**src/rtl/instruction_loader_pkg.sv**
```systemverilog
// Shared types and constants for the serial instruction loader.
package instruction_loader_pkg;

  typedef enum logic [1:0] {
    IDLE  = 2'd0,
    LOAD  = 2'd1,
    WRITE = 2'd2,
    DONE  = 2'd3
  } state_t;

  localparam int unsigned MEM_DEPTH      = 40;
  localparam int unsigned INSTR_W        = 32;
  localparam int unsigned BYTES_PER_WORD = 4;

endpackage

```
**src/rtl/byte_packer.sv**
```systemverilog
// Packs serial bytes, MSB first, into one instruction word; flags the 4th byte.
module byte_packer
  import instruction_loader_pkg::*;
(
  input  logic               clk,
  input  logic               rst,
  input  logic               clear,
  input  logic               shift,
  input  logic [7:0]         byte_data,
  output logic [INSTR_W-1:0] word,
  output logic               word_full
);

  logic [INSTR_W-1:0] word_q;
  logic [1:0]         cnt_q;

  always_ff @(posedge clk) begin
    if (rst || clear) begin
      word_q <= '0;
      cnt_q  <= '0;
    end else if (shift) begin
      word_q <= {word_q[INSTR_W-9:0], byte_data};
      cnt_q  <= cnt_q + 2'd1;
    end
  end

  always_comb begin
    word      = word_q;
    word_full = shift && (cnt_q == 2'(BYTES_PER_WORD - 1));
  end

endmodule

```
**src/rtl/instruction_loader.sv**
```systemverilog
// Loads word_count instruction words from a byte stream into instruction memory,
// holding the CPU off while the load runs.
module instruction_loader
  import instruction_loader_pkg::*;
#(
  parameter int unsigned MEM_DEPTH = instruction_loader_pkg::MEM_DEPTH,
  parameter int unsigned ADDR_W    = 32
) (
  input  logic               clk,
  input  logic               rst,
  input  logic               start,
  input  logic [5:0]         word_count,
  input  logic               byte_valid,
  input  logic [7:0]         byte_data,
  output logic               byte_ready,
  output logic               mem_we,
  output logic [ADDR_W-1:0]  mem_addr,
  output logic [INSTR_W-1:0] mem_wdata,
  output logic               cpu_hold,
  output logic               done,
  output logic               error
);

  state_t             state_q, state_d;
  logic [5:0]         count_q;
  logic [ADDR_W-1:0]  addr_q, addr_hold_q;
  logic [INSTR_W-1:0] wdata_hold_q;
  logic               error_q;

  logic               accept_start, start_ok, byte_accept, last_word;
  logic [INSTR_W-1:0] word;
  logic               word_full;

  byte_packer u_byte_packer (
    .clk       (clk),
    .rst       (rst),
    .clear     (accept_start && start_ok),
    .shift     (byte_accept),
    .byte_data (byte_data),
    .word      (word),
    .word_full (word_full)
  );

  always_comb begin
    start_ok     = (word_count != '0) && (32'(word_count) <= MEM_DEPTH);
    accept_start = start && ((state_q == IDLE) || (state_q == DONE));
    byte_accept  = byte_valid && (state_q == LOAD);
    last_word    = (addr_q + ADDR_W'(1)) == ADDR_W'(count_q);

    state_d = state_q;
    unique case (state_q)
      IDLE, DONE: if (accept_start) state_d = start_ok ? LOAD : DONE;
      LOAD:       if (word_full) state_d = WRITE;
      WRITE:      state_d = last_word ? DONE : LOAD;
      default:    state_d = IDLE;
    endcase
  end

  always_ff @(posedge clk) begin
    if (rst) begin
      state_q      <= IDLE;
      count_q      <= '0;
      addr_q       <= '0;
      addr_hold_q  <= '0;
      wdata_hold_q <= '0;
      error_q      <= 1'b0;
    end else begin
      state_q <= state_d;
      if (accept_start) begin
        error_q <= !start_ok;
        if (start_ok) begin
          count_q <= word_count;
          addr_q  <= '0;
        end
      end
      // Address stops on the last word so it never reaches MEM_DEPTH.
      if (state_q == WRITE) begin
        addr_hold_q  <= addr_q;
        wdata_hold_q <= word;
        if (!last_word) addr_q <= addr_q + ADDR_W'(1);
      end
    end
  end

  // Write port shows the live word during WRITE and the last written one otherwise.
  always_comb begin
    mem_we     = (state_q == WRITE);
    mem_addr   = mem_we ? addr_q : addr_hold_q;
    mem_wdata  = mem_we ? word : wdata_hold_q;
    byte_ready = (state_q == LOAD);
    cpu_hold   = (state_q == LOAD) || (state_q == WRITE);
    done       = (state_q == DONE);
    error      = error_q && (state_q == DONE);
  end

endmodule

```
**config.mk**
```make
export PLATFORM = sky130hd
export DESIGN_NAME = instruction_loader
export DESIGN_NICKNAME = d
export VERILOG_FILES = /design/src/rtl/instruction_loader_pkg.sv /design/src/rtl/byte_packer.sv /design/src/rtl/instruction_loader.sv
export SDC_FILE = /design/constraint.sdc
export NUM_CORES = 1
export LEC_CHECK = 0
export CORE_ASPECT_RATIO = 1.1
export CORE_MARGIN = 1
export CORE_UTILIZATION = 40
export DETAILED_ROUTE_END_ITERATION = 10
export PLACE_DENSITY = 0.63
export SYNTH_ARGS = -nofsm -noshare
export SYNTH_HDL_FRONTEND = slang
export SYNTH_HIERARCHICAL = 1
export SYNTH_SLANG_ARGS = --single-unit
```
**constraint.sdc**
```tcl
create_clock -name clk -period 7.8 [get_ports clk]
set_input_delay 2.34 -clock clk [delete_from_list [all_inputs] [get_ports clk]]
set_output_delay 2.34 -clock clk [all_outputs]
set_load 0.005 [all_outputs]
```
; ---- Word level (Yosys, flattened, before mapping)
; Index checks and enable logic that the tools add are counted.
[totals]
regBits = 139
output_inout_bits = 69
wordCells = 44
inputBits = 18
[classes]
eq_ne = 7
n_lt_le_gt_ge = 1
mux = 11
reduce_logical = 15
add_sub_neg = 2
[op_table]
columns = operator, n
row1 = $mux W32, 6
row2 = $add A32 B1 Y32 const B, 1
row3 = $eq A32 B6 Y1, 1
row4 = $mux W2, 4
row5 = $eq A2 B2 Y1 const B, 3
row6 = $le A6 B6 Y1 const B, 1
row7 = $logic_and A1 B1 Y1, 6
row8 = $pmux W2 S3, 1
row9 = $reduce_bool A6 Y1, 1
row10 = $reduce_and A2 Y1, 2
row11 = $logic_or A1 B1 Y1, 3
row12 = $add A2 B1 Y2 const B, 1
row13 = $eq A2 B1 Y1 const B, 1
row14 = $logic_not A2 Y1, 1
row15 = $ne A2 B1 Y1 const B, 1
row16 = $ne A2 B2 Y1 const B, 1
row17 = $reduce_or A2 Y1, 1
row18 = $logic_not A1 Y1, 1

; ---- Logic depth before layout (Yosys ltp)
; Gate-level depths: netlist (run 1).
[depth]
depth_word = 6
mapped_depth = 12
mapped_depth_nobuf = 9

; ---- Modules after synthesis
; The synthesis (run 1) kept the hierarchy.
[by_module_without_submodules]
columns = module, n_inst, seq_area_each_um2, area_each_um2, cells_each
row1 = instruction_loader, 1, 2102.0, 5345.1, 571
row2 = byte_packer, 1, 680.7, 1276.2, 113

; ---- Least setup slack after synthesis (run 1)
; Ideal clock, no wire load.
[synth_timing]
kind = input -> register
startpoint = input word_count[0]
endpoint = register addr_q[22]
required_time_ps = 7680
n_path_buf = 2
stages = 11
t_arrival_ps = 4165
slack_ps = 3515
setup_time_ps = 120
cell_sequence = nor3_1 nor2b_1 o21a_1 a21oi_1 nand3_1 clkinv_1 nor2_1 and2_1 buf_4 buf_4 a211o_1
[synth_between]
elab_chain_cells = 6
word_cells_on_any_way = 7
classes_between = order compare: 1 / mux: 4 / reduce/logical: 2
[synth_rtl]
columns = item, line_no
row1 = from (decl), instruction_loader.sv:12  ; input logic [5:0] word_count,
row2 = $le A6 B6 Y1 / $reduce_bool A6 Y1 (equally long branches), instruction_loader.sv:45  ; start_ok = (word_count != '0) && (32'(word_count) <= MEM_DEPTH);
row3 = $logic_and A1 B1 Y1 (*), instruction_loader.sv:45
row4 = $mux W32 (*), instruction_loader.sv:71  ; if (start_ok) begin
row5 = $mux W32 (*), instruction_loader.sv:69  ; if (accept_start) begin
row6 = $mux W32, instruction_loader.sv:80  ; if (!last_word) addr_q <= addr_q + ADDR_W'(1);
row7 = $mux W32 (*), instruction_loader.sv:77  ; if (state_q == WRITE) begin
row8 = to (signal assigned), instruction_loader.sv:80
row9 = to (decl), instruction_loader.sv:26  ; logic [ADDR_W-1:0] addr_q, addr_hold_q;
; Every way passes the cells marked *; elsewhere a longest branch is shown, timed or not.
; A chain may end at the register's enable or synchronous reset.

; ---- Final worst setup path (run 1)
[layout_timing]
startpoint = register state_q[0]
endpoint = output mem_addr[14]
[layout_between]
elab_chain_cells = 2
[layout_rtl]
columns = item, line_no
row1 = from (decl), instruction_loader.sv:24  ; state_t state_q, state_d;
row2 = from (signal assigned), instruction_loader.sv:68  ; state_q <= state_d;
row3 = $eq A2 B2 Y1, instruction_loader.sv:87  ; mem_we = (state_q == WRITE);
row4 = $mux W32, n/a
row5 = to (decl), instruction_loader.sv:17  ; output logic [ADDR_W-1:0] mem_addr,
; Every way passes these cells.

==> run metrics, run 1 <==
Initial DRC Count 261; final clock skew 0.00662 ns; max_slew headroom 0.148; Tcrit/Tclk final 0.702; buffers added on ports 86; FF-to-FF Start addr_q[0]; first-pass GRT wire length ~24000 um; Setup Total Neg Slack 0 ns; GR Overflow Total 0; vias in the first global route 4951; Syn Area/Cell 9.68 um^2; post-route minimum period 5.48 ns; warnings from Yosys 6; Crit path required time approximately 5.5 ns; max-cap viol count 0; Startpoint Class register; ys flop type dfxtp_1; DRC viols 0; top cells by area, synth dfxtp_1 42%, mux2_2 11%, and2_1 6.7%; Leak Pwr 3.11 nW; CTS sink count 139; Die Span Y 137 um; Netlist cell types 62; Hold WC Path Type register to register; Critical Setup Path Class register to output pin; Mapped Nets 708; Slew @ Worst Pin 1.28 ns; CTS Root Cell clkbuf_16; DIE WIDTH 125 um; Highest Clock Rate 0.183 GHz; Worst path max stage delay 0.91 ns; core area approximately 0.016 mm^2; Post CTS Setup Buffer Count 0; crit path from state_q[0]; RSZ-0062 raised after global routing false; CP Cell Sequence inv_1, ha_2, buf_4, mux2_2, clkdlybuf4s50_1; Rows 48; post-CTS resize count 0; Wirelength per Cell 15.2 um; Routed WL 14500 um; layout cells sized above 1 0.160; Final Hold Fails 0; Max rail drop VDD 171 uV; DR vias/cell about 5.2; synthesis-to-layout area growth 21.1%; ANT cells 0; initial core utilization 0.416; register area share after synthesis 0.420; drt pass-1 iters 4; HP Start count_q[1]; CTS H-tree depth 4; CTS buffer count 17; post-synthesis register bit count 139; kind of end point of the critical path output pin; Arr. time, crit path 3.14 ns; largest net degree at the start of global routing between 60 and 70; clock transition at the registers of the reported paths 0.06 ns; die area around 0.017 mm^2; hold_buf cts 0; post-synth top area cell dfxtp_1; I/O pin count 87; number of synthesized flops with an enable pin 0; status finished clean; CP max FO 43; initial antenna violation count 0; max-slew violation count 0; mapped cell area 0.00662 mm^2; Pwr Density 230 mW/mm^2; post-synth top area share 0.420; slowest cell on the critical path ha_2; GR Util All Layers 0.178; worst-skew pair later-pin latency 0.42 ns; Max clock buf depth 2; Post-synth ARST share 0; GPL Wtd Cong just under 0.8; Post-Synthesis Cells between 600 and 700; hpwl dp 9960 um; fin util 0.504; # setup viols final 0; vias after detailed routing 4988; nets@finish approximately 760; CTS tree built; post-route ant nets 0
[per-layer routing]
| layer | part of all wire | GRT usage | vias up | wire length (um) |
|---|---|---|---|---|
| met1 | 0.44 | 0.209 | 2362 | 6380 |
| li1 | - | - | 2495 | - |
| met2 | 0.50 | 0.309 | 106 | 7240 |
| met3 | 0.040 | 0.0414 | 25 | 574 |
| met4 | 0.020 | 0.0810 | 0 | 285 |
| met5 | 0 | 0 | - | 0 |
[sequential cells by signal, summed over array words and instances (netlist names)]
register and cells:
addr_q 32, state_q 2, count_q 6, u_byte_packer/cnt_q 2
error_q 1, wdata_hold_q 32, addr_hold_q 32, u_byte_packer/word 32
[cell type report]
cell class / count / area, um^2
Fill cell: 1442 / 7900
Inverter: 10 / 37.5
Clock buffer: 20 / 467
Sequential cell: 139 / 2780
Clock inverter: 12 / 136
Multi-Input combinational cell: 481 / 3460
Timing Repair Buffer: 89 / 883
Tap cell: 200 / 250
[where the power goes]
group / switching, W / internal, W / leakage (nW)
sequential: 0.0000179 / 0.000729 / 1.12
combinational: 0.000164 / 0.000120 / 1.70
clock: 0.000313 / 0.000499 / 0.289
total: 0.000495 / 0.00135 / 3.11
[placed cells by master (no fill, tap or decap), types with 4 or more instances in the layout]
cell / synthesis / final
a211oi_1: 5 / 5
clkdlybuf4s50_1: 0 / 86
nand4_1: 10 / 10
inv_1: 9 / 9
dfxtp_1: 139 / 139
nor2_1: 54 / 54
or2_2: 5 / 5
or4_1: 5 / 5
o21ai_0: 4 / 4
mux2i_1: 35 / 35
clkbuf_16: 0 / 17
nand3_1: 16 / 16
a21o_1: 13 / 13
mux2_2: 65 / 65
xnor2_1: 20 / 20
nor3_1: 20 / 20
nor4_1: 7 / 7
a21oi_1: 24 / 24
nand2_1: 42 / 42
and3_1: 5 / 5
nor3b_1: 5 / 5
xor2_1: 5 / 5
and4_1: 4 / 4
a211o_1: 13 / 13
ha_1: 6 / 5
and2_1: 71 / 70
[through the flow]
step / setup slack, ns / instances / total power [W] / area, um^2 / hold slack, ns
global placement: 2.60 / 919 / 0.00105 / 7410 / 0.463
detailed placement: 2.45 / 919 / 0.00105 / 7410 / 0.466
CTS: 2.25 / 951 / 0.00187 / 8020 / 0.474
finish: 2.32 / 951 / 0.00184 / 8020 / 0.472
global route: 2.12 / 951 / 0.00193 / 8020 / 0.499
floorplan: 3.52 / 684 / 0.000995 / 6620 / 0.448
[kinds of logic (layout without fill, tap and decap cells)]
| logic type | count (synthesis) | count (layout) | share of synthesized area |
|---|---|---|---|
| adder cells (fa/ha/maj) | 6 | 6 | 0.0113 |
| flip-flops | 139 | 139 | 0.420 |
| multiplexers | 100 | 100 | 0.163 |
| buffers and inverters | 64 | 131 | 0.0576 |
| XOR/XNOR | 25 | 25 | 0.0331 |
| AO/OA/AOI/OAI | 84 | 84 | 0.0932 |
| AND/OR/NAND/NOR | 266 | 266 | 0.221 |
[worst paths after layout]
check                 end  slack (ns)  cells past startpoint
max          mem_addr[14]        2.32                      5
min            count_q[1]        0.47                      2
max reg2reg     addr_q[6]        3.36                      9
min reg2reg    count_q[1]        0.47                      2
[worst max-delay path: cells and delay by family, from the launching register on]
family / cells / cell delay (ns)
fa+ha+maj: 1 / 0.91
flops: 1 / 0.35
mux: 1 / 0.40
buf+inv: 3 / 1.06
[synth_stat cells, drive strengths merged (2+ instances only)]
cell type and number:
nand2 42, and2 71, o2bb2ai 3, buf 29
xor2 5, mux2 65, and4 4, mux2i 35
nor3b 5, nor2 55, clkbuf 25, a21o 13
ha 6, o21ai 4, nor3 21, inv 9
nand3 19, a211oi 5, nand2b 2, dfxtp 139
or3 3, a21oi 24, o21a 3, xnor2 20
nand4 12, or4 5, o31ai 4, or2 6
o21bai 2, a211o 13, nor4 10, a31oi 2
and3 5, a22o 2
Note: power is estimated with default switching activity, not from simulation.
==> inputs of run 2 (changes only) <==
--- a/config.mk
+++ b/config.mk
@@ -9,7 +9,7 @@
 export CORE_MARGIN = 1
 export CORE_UTILIZATION = 40
 export DETAILED_ROUTE_END_ITERATION = 10
-export PLACE_DENSITY = 0.63
+export PLACE_DENSITY = 0.65
 export SYNTH_ARGS = -nofsm -noshare
 export SYNTH_HDL_FRONTEND = slang
 export SYNTH_HIERARCHICAL = 1
==> constraint.sdc (replaced) <==
create_clock -name clk -period 4.75 [get_ports clk]
set_input_delay 1.425 -clock clk [delete_from_list [all_inputs] [get_ports clk]]
set_output_delay 1.425 -clock clk [all_outputs]
set_load 0.005 [all_outputs]
==> run metrics, run 2 (synthesis results as in run 1) <==
DRC viols 0 (unchanged); vias after detailed routing 5000 (+0.24%); Hold WC Path Type register to register; Crit path required time 3.32 ns (-2.14 ns); worst setup path end mem_addr[20]; Slew @ Worst Pin 0.619 ns (-0.659 ns); GR Util All Layers 0.176 (-0.00171); Tcrit/Tclk final 0.783; I/O pin count 87 (unchanged); CP max FO 69 (+60%); Wirelength per Cell 15.1 um (-0.74%); final total power 0.00300 W (+63%); nets@finish 768 (+0.79%); CTS Root Cell clkbuf_16; hold_buf cts 0 (unchanged); DR vias/cell 5.23 (-0.28%); clock transition at the registers of the reported paths 0.05 ns (about the same); max_slew headroom 0.584 (+0.436); Worst path max stage delay 0.46 ns (-0.45 ns); DP Worst Slack 0.628 ns (-1.82 ns); CTS sink count 139 (unchanged); Critical Setup Path Class register to output pin; Startpoint Class register; Initial DRC Count 245 (-6.1%); commonest non-fill, non-tap cell in the layout dfxtp_1; RSZ-0062 raised after global routing false; Setup Total Neg Slack 0 ns (unchanged); CTS tree built; Leak Pwr 3.13 nW (+0.58%); worst-skew pair later-pin latency 0.42 ns (about the same); layout cells sized above 1 0.160 (+0.000266); GR Overflow Total 0 (unchanged); R2R depth 10 (+1); Max clock buf depth 2 (unchanged); r2r setup slk 1.12 ns (-2.24 ns); first-pass GRT wire length 23900 um (-1.0%); CTS buffer count 17 (unchanged); die area 0.0171 mm^2 (unchanged); status finished clean; largest net degree at the start of global routing 70 (+7.7%); synthesis-to-layout area growth 21.5%; vias in the first global route 4909 (-0.85%); crit path from state_q[0]; Die Span Y 137 um (unchanged); Final Hold Fails 0 (unchanged); kind of end point of the critical path output pin; drt pass-1 iters 4 (unchanged); GPL Wtd Cong 0.785 (-0.30%); final clock skew 0.00861 ns (+0.00199 ns); FF-to-FF Start addr_q[0]; Routed WL 14500 um (-0.22%); CTS H-tree depth 4 (unchanged); Post CTS Setup Buffer Count 0 (unchanged); Max rail drop VDD 244 uV (+43%); ANT cells 0 (unchanged); CP Cell Sequence inv_1, ha_2, buf_12, mux2_2, clkdlybuf4s50_1; buffers added on ports 86 (unchanged); initial core utilization 0.416 (unchanged); Highest Clock Rate 0.269 GHz; Rows 48 (unchanged); # setup viols final 0 (unchanged); post-route minimum period roughly 3.7 ns; hpwl dp 9850 um (-1.1%); post-CTS resize count 0 (unchanged); Critical R2R Capture addr_q[17]; post-route ant nets 0 (unchanged); most frequent cells in the layout 139 x dfxtp_1, 86 x clkdlybuf4s50_1, 70 x and2_1, 65 x mux2_2, 54 x nor2_1; fin util 0.505 (+0.00165); max-cap viol count 0 (unchanged); Arr. time, crit path 2.29 ns (-0.85 ns); core area 0.0159 mm^2 (unchanged); slowest cell on the critical path clkdlybuf4s50_1; Pwr Density 373 mW/mm^2 (+62%); max-slew violation count 0 (unchanged); initial antenna violation count 0 (unchanged); final worst slack 1.03 ns (-1.29 ns); fill cell count 1448 (+0.42%); DIE WIDTH 125 um (unchanged)
-- run 2: cell types whose count changed in the layout (fill, tap and decap cells not counted) --
cell and delta:
clkinv_2 +1, clkinv_4 -2, buf_4 +5, inv_6 -3, buf_12 +1, clkbuf_1 +4
clkinvlp_4 -1
-- run 2: layer usage --
layer / up-vias / share of wire / routed length (um) / GRT usage
li1: 2501 / - / - / -
met1: 2383 / 0.43 / 6240 / 0.198
met2: 98 / 0.50 / 7260 / 0.310
met3: 18 / 0.047 / 675 / 0.0489
met4: 0 / 0.019 / 272 / 0.0823
met5: - / 0 / 0 / 0
-- run 2: worst max-delay path: cells and delay by family (launching register included) --
family / cells / cell delay [ns]
buffers and inverters: 3 / 0.88
muxes: 1 / 0.42
DFF: 1 / 0.35
adders and majority gates: 1 / 0.19
-- run 2: how the worst min path moves through the flow --
stage	to	cells past startpoint	startpoint	slack, ns
floorplan	count_q[1]	2	count_q[1]	0.45
global placement	count_q[0]	2	count_q[0]	0.46
detailed placement	count_q[4]	2	count_q[4]	0.47
CTS	count_q[4]	2	count_q[4]	0.47
global route	count_q[4]	2	count_q[4]	0.49
finish	count_q[4]	2	count_q[4]	0.47
-- run 2: cell type report --
class	instances	area (um^2)	share of cell area
sequential	139	2780	0.346
clock buffer	24	482	0.0599
tap	200	250	0.0311
clock inverter	7	90.1	0.0112
inverter	10	37.5	0.00467
timing repair buffer	95	941	0.117
multi-input combinational	481	3460	0.430
-- run 2: power breakdown --
group | internal, W | switching (W)
Combinational | 0.000214 | 0.000274
Clock | 0.000808 | 0.000481
Sequential | 0.00120 | 0.0000287
-- run 2: per-stage QoR --
step                      cell area (um^2)  hold slack, ns  std cells
after floorplan                       6620           0.448        684
after global placement                7470           0.464        925
after detailed placement              7470           0.466        925
after CTS                             8040           0.474        956
after global routing                  8040           0.488        956
final                                 8040           0.472        956
==> inputs of run 3 (changes only) <==
--- a/config.mk
+++ b/config.mk
@@ -9,7 +9,7 @@
 export CORE_MARGIN = 1
 export CORE_UTILIZATION = 40
 export DETAILED_ROUTE_END_ITERATION = 10
-export PLACE_DENSITY = 0.65
+export PLACE_DENSITY = 0.63
 export SYNTH_ARGS = -nofsm -noshare
 export SYNTH_HDL_FRONTEND = slang
 export SYNTH_HIERARCHICAL = 1
==> constraint.sdc (replaced) <==
create_clock -name clk -period 3.88 [get_ports clk]
set_input_delay 1.164 -clock clk [delete_from_list [all_inputs] [get_ports clk]]
set_output_delay 1.164 -clock clk [all_outputs]
set_load 0.005 [all_outputs]
==> run metrics, run 3 (synthesis results as in run 1) <==
DR vias/cell 5.21 (-0.36%); crit path from addr_q[0]; CP max FO 22 (-68%); Max clock buf depth 2 (unchanged); Max rail drop VDD 274 uV (+12%); hpwl dp 10200 um (+3.8%); vias after detailed routing 5029 (+0.58%); GPL Wtd Cong 0.839 (+7.0%); commonest non-fill, non-tap cell in the layout dfxtp_1; post-CTS resize count 0 (unchanged); CTS Root Cell clkbuf_16; Gate power share 0.156 (-0.006); met1 usage 0.203 (+0.00533); Arr. time, crit path 3.98 ns (+1.69 ns); worst-skew pair later-pin latency 0.42 ns (about the same); Setup Total Neg Slack 0 ns (unchanged); Routed WL 14700 um (+2.0%); layout cells sized above 1 0.174 (+0.0138); Reg area 0.00278 mm^2 (unchanged); post-route minimum period 3.67 ns; vias in the first global route 4862 (-0.96%); Tcrit/Tclk final 0.946; largest net degree at the start of global routing 65 (-7.1%); first-pass GRT wire length 24000 um (+0.44%); Final Hold Fails 0 (unchanged); fill cell count 1414 (-2.3%); clock transition at the registers of the reported paths 0.06 ns (about the same); Sw Ratio 0.248 (-0.0128); Pwr Density 484 mW/mm^2 (+30%); Die Span Y 137 um (unchanged); DRC viols 0 (unchanged); CTS buffer count 17 (unchanged); RSZ-0062 raised after global routing false; GR Overflow Total 0 (unchanged); final clock skew 0.00543 ns (-0.00318 ns); core area 0.0159 mm^2 (unchanged); Leak Pwr 3.23 nW (+3.1%); CTS tree built; # setup viols final 0 (unchanged); drt pass-1 iters 4 (unchanged); FF-to-FF Start addr_q[0]; Rows 48 (unchanged); buffers added on ports 86 (unchanged); sequential share of power 0.377 (-0.031); Startpoint Class register; most used routing layer met2; CTS sink count 139 (unchanged); kind of end point of the critical path register; die area 0.0171 mm^2 (unchanged); max_slew headroom 0.606 (+0.0221); CTS H-tree depth 4 (unchanged); max-slew violation count 0 (unchanged); Slew @ Worst Pin 0.587 ns (-0.0325 ns); Post CTS Setup Buffer Count 0 (unchanged); met3 usage 0.0493 (+0.000391); I/O pin count 87 (unchanged); max-cap viol count 0 (unchanged); ANT cells 0 (unchanged); met2 usage 0.306 (-0.00399); hold_buf cts 0 (unchanged); DIE WIDTH 125 um (unchanged); status finished clean; Initial DRC Count 246 (+0.41%); Net Sw Power 0.000989 W (+26%); synthesis-to-layout area growth 24.3%; HP Start count_q[1]; nets@finish 776 (+1.0%); multi-input logic area 0.00346 mm^2 (unchanged); Highest Clock Rate 0.272 GHz; Critical Setup Path Class register to register; Crit path required time 4.19 ns (+0.87 ns); Final Non-Filler Cells 965 (+0.94%); Hold WC Path Type register to register; Cell Count Post-Placement 933 (+0.86%); post-route ant nets 0 (unchanged); most frequent cells in the layout 139 x dfxtp_1, 86 x clkdlybuf4s50_1, 70 x and2_1, 65 x mux2_2, 54 x nor2_1; initial antenna violation count 0 (unchanged); Wirelength per Cell 15.3 um (+1.0%); initial core utilization 0.416 (unchanged); GR Util All Layers 0.176 (about the same); Clk pwr share 0.467 (+0.038); Pint 0.00300 W (+35%)
run 3: changes by cell type in the layout (fill, tap and decap cells not counted), sizes merged:
cell | before | now
bufinv | 2 | 6
buf | 9 | 17
clkbuf | 24 | 21
run 3: worst paths after layout:
check	to	slack, ns	cells past startpoint
setup / recovery	addr_q[26]	0.21	10
hold / removal	count_q[1]	0.47	2
setup reg to reg	addr_q[26]	0.21	10
hold reg to reg	count_q[1]	0.47	2
run 3: layer usage:
metal / vias up / part of all wire
met5: - / 0
met2: 95 / 0.50
li1: 2516 / -
met4: 0 / 0.019
met1: 2396 / 0.43
met3: 22 / 0.049
run 3: stage by stage:
stage | hold slack, ns | util | cell area (um^2) | worst slack [ns] | total power [W]
6_report | 0.471 | 0.517 | 8230 | 0.209 | 0.00398
3_5_place_dp | 0.466 | 0.474 | 7540 | 0.250 | 0.00216
2_1_floorplan | 0.448 | - | 6620 | 0.757 | 0.00200
3_3_place_gp | 0.462 | 0.474 | 7540 | 0.364 | 0.00215
4_1_cts | 0.474 | 0.517 | 8230 | 0.194 | 0.00402
5_1_grt | 0.505 | 0.517 | 8230 | 0.0621 | 0.00414
run 3: cell type report:
class,count,area share
inverters,10,0.00456
well taps,200,0.0304
multi-input cells,481,0.421
repair buffers,103,0.123
clock inverters,11,0.0260
flip-flops and latches,139,0.338
clock buffers,21,0.0572
run 3: worst max-delay path, stage by stage, from the launching register on:
cell and delay (ns):
dfxtp_1 0.51, ha_1 0.32, nand3_2 0.23, or3_4 0.41, o31a_1 0.26, or4_1 0.54, a211o_1 0.37, o311ai_4 0.24
buf_4 0.30, nor3_1 0.09, a211o_1 0.28
run 3: power by group through the flow:
stage          logic [W]  clock network (W)  registers, W
4_1_cts         0.000631            0.00189       0.00150
2_1_floorplan   0.000482                  0       0.00152
3_5_place_dp    0.000628                  0       0.00153
3_3_place_gp    0.000616                  0       0.00153
5_1_grt         0.000676            0.00196       0.00151
6_report        0.000621            0.00186       0.00150
